**src/rtl/multicycle_control_fsm.sv**
```systemverilog
// Multicycle control sequencer for the single-issue MIPS datapath.
// Latches the instruction on ihit, then steps DECODE/EXEC/MEM/WB driving the datapath selects.
module multicycle_control_fsm #(
  parameter int unsigned IW = 32
) (
  input  logic          CLK,
  input  logic          nRST,
  input  logic [IW-1:0] imemload,
  input  logic          ihit,
  input  logic          dhit,
  input  logic          zero,
  output logic          iren,
  output logic          dren,
  output logic          dwen,
  output logic [IW-1:0] instr,
  output logic [1:0]    pc_sel,
  output logic          pc_en,
  output logic [1:0]    mem_to_reg,
  output logic          alu_src,
  output logic          reg_dest,
  output logic          wsel_ra,
  output logic          reg_wen,
  output logic          halt
);

  typedef enum logic [2:0] {
    StFetch,
    StDecode,
    StExec,
    StMem,
    StWb,
    StHalt
  } state_e;

  localparam logic [5:0] OpRtype = 6'h00;
  localparam logic [5:0] OpJ     = 6'h02;
  localparam logic [5:0] OpJal   = 6'h03;
  localparam logic [5:0] OpBeq   = 6'h04;
  localparam logic [5:0] OpBne   = 6'h05;
  localparam logic [5:0] OpAddiu = 6'h09;
  localparam logic [5:0] OpAndi  = 6'h0C;
  localparam logic [5:0] OpOri   = 6'h0D;
  localparam logic [5:0] OpLui   = 6'h0F;
  localparam logic [5:0] OpLw    = 6'h23;
  localparam logic [5:0] OpSw    = 6'h2B;
  localparam logic [5:0] OpHalt  = 6'h3F;
  localparam logic [5:0] FnJr    = 6'h08;

  localparam logic [1:0] PcJmp = 2'd0;
  localparam logic [1:0] PcJr  = 2'd1;
  localparam logic [1:0] PcNxt = 2'd2;
  localparam logic [1:0] PcBr  = 2'd3;

  localparam logic [1:0] WbResult = 2'd0;
  localparam logic [1:0] WbNpc    = 2'd1;
  localparam logic [1:0] WbDload  = 2'd2;
  localparam logic [1:0] WbLui    = 2'd3;

  state_e        state_q, state_d;
  logic [IW-1:0] instr_q, instr_d;
  logic [5:0]    op;
  logic [5:0]    funct;
  logic          br_taken;

  assign op       = instr_q[31:26];
  assign funct    = instr_q[5:0];
  assign br_taken = ((op == OpBeq) && zero) || ((op == OpBne) && !zero);
  assign instr    = instr_q;
  assign halt     = (state_q == StHalt);

  always_ff @(posedge CLK) begin
    if (!nRST) begin
      state_q <= StFetch;
      instr_q <= '0;
    end else begin
      state_q <= state_d;
      instr_q <= instr_d;
    end
  end

  always_comb begin
    state_d    = state_q;
    instr_d    = instr_q;
    iren       = 1'b0;
    dren       = 1'b0;
    dwen       = 1'b0;
    pc_en      = 1'b0;
    reg_wen    = 1'b0;
    pc_sel     = PcNxt;
    mem_to_reg = WbResult;
    alu_src    = 1'b0;
    reg_dest   = 1'b0;
    wsel_ra    = 1'b0;

    unique case (state_q)
      StFetch: begin
        iren = 1'b1;
        if (ihit) begin
          instr_d = imemload;
          state_d = StDecode;
        end
      end

      StDecode: state_d = (op == OpHalt) ? StHalt : StExec;

      StExec: begin
        state_d = StFetch;
        case (op)
          OpRtype: begin
            if (funct == FnJr) begin
              pc_sel = PcJr;
              pc_en  = 1'b1;
            end else begin
              state_d = StWb;
            end
          end
          OpAddiu, OpAndi, OpOri: begin
            alu_src = 1'b1;
            state_d = StWb;
          end
          OpLui, OpJal: state_d = StWb;
          OpLw, OpSw: begin
            alu_src = 1'b1;
            state_d = StMem;
          end
          OpBeq, OpBne: begin
            pc_sel = br_taken ? PcBr : PcNxt;
            pc_en  = 1'b1;
          end
          OpJ: begin
            pc_sel = PcJmp;
            pc_en  = 1'b1;
          end
          // Unsupported opcodes retire as a NOP.
          default: pc_en = 1'b1;
        endcase
      end

      StMem: begin
        alu_src = 1'b1;
        if (op == OpLw) begin
          dren = 1'b1;
          if (dhit) begin
            mem_to_reg = WbDload;
            reg_dest   = 1'b1;
            reg_wen    = 1'b1;
            pc_en      = 1'b1;
            state_d    = StFetch;
          end
        end else begin
          dwen = 1'b1;
          if (dhit) begin
            pc_en   = 1'b1;
            state_d = StFetch;
          end
        end
      end

      StWb: begin
        reg_wen = 1'b1;
        pc_en   = 1'b1;
        state_d = StFetch;
        case (op)
          OpAddiu, OpAndi, OpOri: begin
            reg_dest = 1'b1;
            alu_src  = 1'b1;
          end
          OpLui: begin
            mem_to_reg = WbLui;
            reg_dest   = 1'b1;
          end
          // Link write to $31 and the jump retire together.
          OpJal: begin
            mem_to_reg = WbNpc;
            wsel_ra    = 1'b1;
            pc_sel     = PcJmp;
          end
          default: ;
        endcase
      end

      StHalt: state_d = StHalt;

      default: state_d = StFetch;
    endcase

    if (!nRST) begin
      iren    = 1'b0;
      dren    = 1'b0;
      dwen    = 1'b0;
      pc_en   = 1'b0;
      reg_wen = 1'b0;
    end
  end

endmodule
```
**config.mk**
```make
export PLATFORM = sky130hd
export DESIGN_NAME = multicycle_control_fsm
export DESIGN_NICKNAME = d
export VERILOG_FILES = /design/src/rtl/multicycle_control_fsm.sv
export SDC_FILE = /design/constraint.sdc
export NUM_CORES = 1
export LEC_CHECK = 0
export CORE_ASPECT_RATIO = 0.6
export CORE_MARGIN = 4
export CORE_UTILIZATION = 40
export DETAILED_ROUTE_END_ITERATION = 8
export GPL_ROUTABILITY_DRIVEN = 0
export PLACE_DENSITY = 0.79
export SYNTH_ARGS = -nofsm -noshare
export SYNTH_HDL_FRONTEND = slang
export SYNTH_SLANG_ARGS = --single-unit
```
**constraint.sdc**
```tcl
create_clock -name CLK -period 1.8 [get_ports CLK]
set_clock_uncertainty 0.2 [all_clocks]
set_input_delay 0.27 -clock CLK [delete_from_list [all_inputs] [get_ports CLK]]
set_output_delay 0.27 -clock CLK [all_outputs]
set_load 0.02 [all_outputs]
```
## Word-level counts from Yosys, hierarchy flattened

Cells that the tools add are included.

| cells by class | value |
|---|---|
| eq/ne operators | 19 |
| muxes and demuxes | 38 |
| reduce and logical (&&, ||, !) cells | 15 |

Operators with widths:

| operator | count |
|---|---|
| == test 6 x 4 -> 1 bit (second input constant) | 5 |
| two-way mux 1 bit | 19 |
| == test 6 bit (second input constant) | 3 |
| case mux 3 bit (5 select lines) | 1 |
| == test 6 x 2 -> 1 bit (second input constant) | 2 |
| == test 6 x 3 -> 1 bit (second input constant) | 2 |
| two-way mux 3 bit | 4 |
| case mux 2 bit (2 select lines) | 3 |
| OR reduction 5 bit | 2 |
| case mux 3 bit (3 select lines) | 1 |
| two-way mux 2 bit | 4 |
| OR reduction 7 bit | 1 |
| == test 3 x 2 -> 1 bit (second input constant) | 2 |
| == test 3 bit (second input constant) | 2 |
| logical NOT 6 bit | 1 |
| case mux 1 bit (2 select lines) | 3 |
| case mux 1 bit (3 select lines) | 2 |
| case mux 2 bit (3 select lines) | 1 |
| != test 2 bit (second input constant) | 2 |
| AND reduction 2 bit | 2 |
| OR reduction 2 bit | 2 |
| OR reduction 4 bit | 1 |
| == test 3 x 1 -> 1 bit (second input constant) | 1 |
| logical NOT 3 bit | 1 |
| 4 further kinds | 5 |

| storage, ports and cells | value |
|---|---|
| flip-flop bits (word level) | 35 |
| bits of input ports | 37 |
| output and inout bits | 45 |
| logic and storage cells | 74 |

## Depth between registers and ports, before layout

| depth | value |
|---|---|
| depth after elaboration | 6 |
| mapped depth | 7 |
| gate-level depth less buffers | 4 |

## Least setup slack after synthesis

OpenSTA, ideal clock, no wires.

| timing path | value |
|---|---|
| path type | reg-to-output |
| start point | reg instr_q[28] (netlist: instr[28]) |
| end point | out pc_sel[0] |
| data arrival time | 1.757 ns |
| required time | 1.330 ns |
| setup slack | -0.427 ns |
| cell stages (with the launch flop) | 6 |
| path buffers | 1 |
| cell sequence | dfxtp_1 -> buf_2 -> nor2_1 -> nand4_1 -> a22oi_1 -> nor4b_1 |

| between the ends | value |
|---|---|
| longest elaborated chain between the ends | 6 |
| elaborated cells on any way between the ends | 11 |
| classes of those cells | eq/ne (3); mux (3); reduce/logical (5) |

RTL lines:

| element | RTL line | RTL |
|---|---|---|
| from (decl) | 60 | `logic [IW-1:0] instr_q, instr_d;` |
| from (signal assigned) | 77 | `instr_q <= instr_d;` |
| == test 6 x 3 -> 1 bit | 67, 108 |  |
| logical AND 1 bit | 67 | `assign br_taken = ((op == OpBeq) && zero) \|\| ((op == OpBne) && !zero);` |
| logical OR 1 bit | 67 |  |
| two-way mux 1 bit | 127 | `pc_sel = br_taken ? PcBr : PcNxt;` |
| case mux 2 bit (3 select lines) * | 108 | `case (op)` |
| case mux 2 bit (2 select lines) * | 95 | `unique case (state_q)` |
| to (decl) | 16 | `output logic [1:0] pc_sel,` |

Mark *: on every way between the ends. The rest lies on a longest branch, timed or not.

## Worst setup path after layout

| timing path | value |
|---|---|
| start point | reg instr_q[2] (netlist: instr[2]) |
| end point | out pc_sel[0] |

| between the ends | value |
|---|---|
| longest elaborated chain between the ends | 4 |

RTL lines:

| element | RTL line | RTL |
|---|---|---|
| == test 6 x 4 -> 1 bit | 110 | `if (funct == FnJr) begin` |
| two-way mux 2 bit | 110 |  |
| case mux 2 bit (3 select lines) | 108 |  |
| case mux 2 bit (2 select lines) | 95 |  |

No other way between the ends.

==> results.sh <==
export IMPL_relSlewSlack_pct=78.70
export IMPL_p_per_area_nw_per_um2=639.9
export IMPL_ir_drop_v=0.0004255
export IMPL_yosys_area_top_type_share_pct=40.94
export IMPL_tightest_slew_ps=316.2
export IMPL_syn_nets=253
export IMPL_drc=0
export IMPL_end_kind="output pin"
export IMPL_synthTopCellsByCount="71 x nand2_1, 35 x dfxtp_1, 30 x a21boi_1"
export IMPL_grt_use_total_pct=20.50
export IMPL_outcome="complete, but fails checks"
export IMPL_portBuffers=81
export IMPL_clockBufferDepth=2
export IMPL_fin_crit_ps=2281
export IMPL_avgRoutedWirePerCell_um=15.93
export IMPL_synth_seq_area_share_pct=40.94
export IMPL_cts_tree="built"
export IMPL_ant_nets=0
export IMPL_worstSetupPathType="reg -> out"
export IMPL_synth_area_leaders="dfxtp_1 41%, nand2_1 16%, a21boi_1 13%"
export IMPL_first_iter_violations=172
export IMPL_ys_async_sr_fraction_pct=0
export IMPL_cts_made_buffers=5
export IMPL_synth_seq_cells=35
export IMPL_dieArea_sq_um=5424
export IMPL_power_leakage_nw=1.351
export IMPL_path_cells="nor4b_4 -> nand4_1 -> a22oi_2 -> nor4b_4 -> buf_4"
export IMPL_synth_edf_count=0
export IMPL_ios=82
export IMPL_chipWidth_um=92.45
export IMPL_antenna_found_initial=0
export IMPL_htree_num_levels=2
export IMPL_worst_path_max_delay_cell="nor4b_4"
export IMPL_post_drt_via_cell_ratio=5.164
export IMPL_start_util_pct=41.53
export IMPL_yosys_area_top_type="dfxtp_1"
export IMPL_synth_ff_type="dfxtp_1"
export IMPL_cts_root_buf="clkbuf_8"
export IMPL_fmax_mhz=438.3
export IMPL_multi_input_area_sq_um=1100
export IMPL_die_y_um=58.67
export IMPL_cp_arrival_ps=1810
export IMPL_insertedDiodeCount=0
export IMPL_finalWirelength_mm=6.325
export IMPL_crit_required_ps=1330
export IMPL_grt_pass1_wl_mm=8.728
export IMPL_drt_first_pass_iters=4
export IMPL_hp_class="reg -> reg"
export IMPL_netlist_instances=216
export IMPL_syn_cell_area_sq_um=1712
export IMPL_cp_common_cell="nor4b_4"
export IMPL_min_period_over_period_pct=126.7
export IMPL_violations="setup timing"
export IMPL_finalSetupViolCount=11
export IMPL_hold_viol=0
export IMPL_yosys_warnings=0
export IMPL_p_total_mw=2.048
export IMPL_grt_pass1_vias=1837
export IMPL_rsz0062_at_grt="yes"
export IMPL_num_vias=2050
export IMPL_grt_max_degree=33
export IMPL_synth_most_common_cell="nand2_1"
export IMPL_dp_hpwl_mm=3.931
export IMPL_core_area_sq_um=4121
export IMPL_critPathMaxFanout=3
export IMPL_nFillCells=280
export IMPL_synthDistinctLibCells=40
export IMPL_std_cell_rows=18
export IMPL_seq_area_sq_um=725.7
export IMPL_cap_violations=0
export IMPL_drive_above_1_share_pct=32.34
export IMPL_clkLatencyLatePin_ps=280
export IMPL_max_stage_delay_ps=350
export IMPL_start_kind="flip-flop"
export IMPL_grt_overflow=0
export IMPL_area_growth_pct=86.99
export IMPL_fin_ws_ps=-481.4
export IMPL_clk_pin_slew_ps=70
export IMPL_nets=373
export IMPL_holdWs_ps=251.9
export IMPL_drv_slew=0
export IMPL_synth_avg_cell_area_sq_um=7.924
export IMPL_cts_sinks=35
-- worst paths after layout --
path | slack, ps | cells past startpoint | startpoint | endpoint
worst max-delay path | -480 | 5 | instr[2]$_SDFFE_PN0P_ | pc_sel[0]
worst min-delay path | 250 | 2 | instr[13]$_SDFFE_PN0P_ | instr[13]$_SDFFE_PN0P_
worst max register to register | 100 | 5 | instr[30]$_SDFFE_PN0P_ | state_q[1]$_SDFFE_PN0P_
worst min register to register | 250 | 2 | instr[13]$_SDFFE_PN0P_ | instr[13]$_SDFFE_PN0P_
-- area by class of cell --
class	count	share of cell area (%)
timing repair buffer	129	37.53
multi-input combinational	164	34.36
sequential	35	22.67
clock buffer	7	2.697
tap	60	2.346
clock inverter	1	0.2737
inverter	1	0.1173
-- placed cells by master (no fill, tap or decap), drive strengths merged, types with 2 or more instances in the layout --
cell / netlist / final
nor4b: 2 / 2
dfxtp: 35 / 35
a41o: 2 / 2
o21a: 2 / 2
a21oi: 6 / 6
clkbuf: 5 / 7
dlygate4sd2: 0 / 12
a21boi: 32 / 32
buf: 11 / 61
nand4: 3 / 3
nor2: 10 / 10
nand2b: 3 / 3
nor2b: 3 / 3
o21ai: 5 / 5
nand3: 5 / 5
clkdlybuf4s50: 0 / 55
nand2: 71 / 71
nor3: 2 / 2
-- state kept, by name, indices dropped and copies added (netlist names) --
register  flops
state_q       3
instr        32
-- metal layers --
layer | GRT usage (%) | part of all wire, % | vias up
met1 | 25.49 | 43 | 956
li1 | - | - | 972
met4 | 5.285 | 1.8 | 0
met5 | 0 | 0 | -
met3 | 9.451 | 11 | 14
met2 | 32.58 | 44 | 108
-- what timing repair did --
action	4_1_cts	5_1_grt
hold buffers	0	0
cloned	0	0
buffers inserted	5	5
resized for setup	117	24
pin swaps	14	11
endpoints found under the setup margin	24	14
-- cell families (layout without fill, tap and decap cells) --
kind of cell / Yosys count / after routing / share of synthesized area, %
AOI/OAI and AO/OA: 56 / 56 / 23.54
and+or+nand+nor: 107 / 107 / 28.95
adders and majority gates: 1 / 1 / 0.5848
buffers and inverters: 17 / 138 / 5.994
DFF: 35 / 35 / 40.94
-- stage by stage --
step           util [%]  instance area, sq um  worst slack [ps]  TNS [ps]  cells
2_1_floorplan         -                  1764            -8.368    -8.368    216
3_5_place_dp      69.31                  2856            -534.5     -6347    380
6_report          77.66                  3201            -481.4     -2335    397
3_3_place_gp      69.31                  2856            -477.2     -5880    380
5_1_grt           77.66                  3201            -538.6     -2823    397
4_1_cts           74.59                  3074            -366.8     -1452    393
-- power breakdown --
part | switching, mW | total (mW) | internal [mW]
registers | 0.0406 | 0.863 | 0.822
logic | 0.286 | 0.596 | 0.310
clock network | 0.276 | 0.589 | 0.313
-- critical path, delay by kind of cell, from the launching register on --
kind | cells | cell delay [ps]
and+or+nand+nor | 3 | 790
DFF | 1 | 340
AOI/OAI and AO/OA | 1 | 220
buffers and inverters | 1 | 180
No activity file was read; power rests on OpenSTA's default activity.
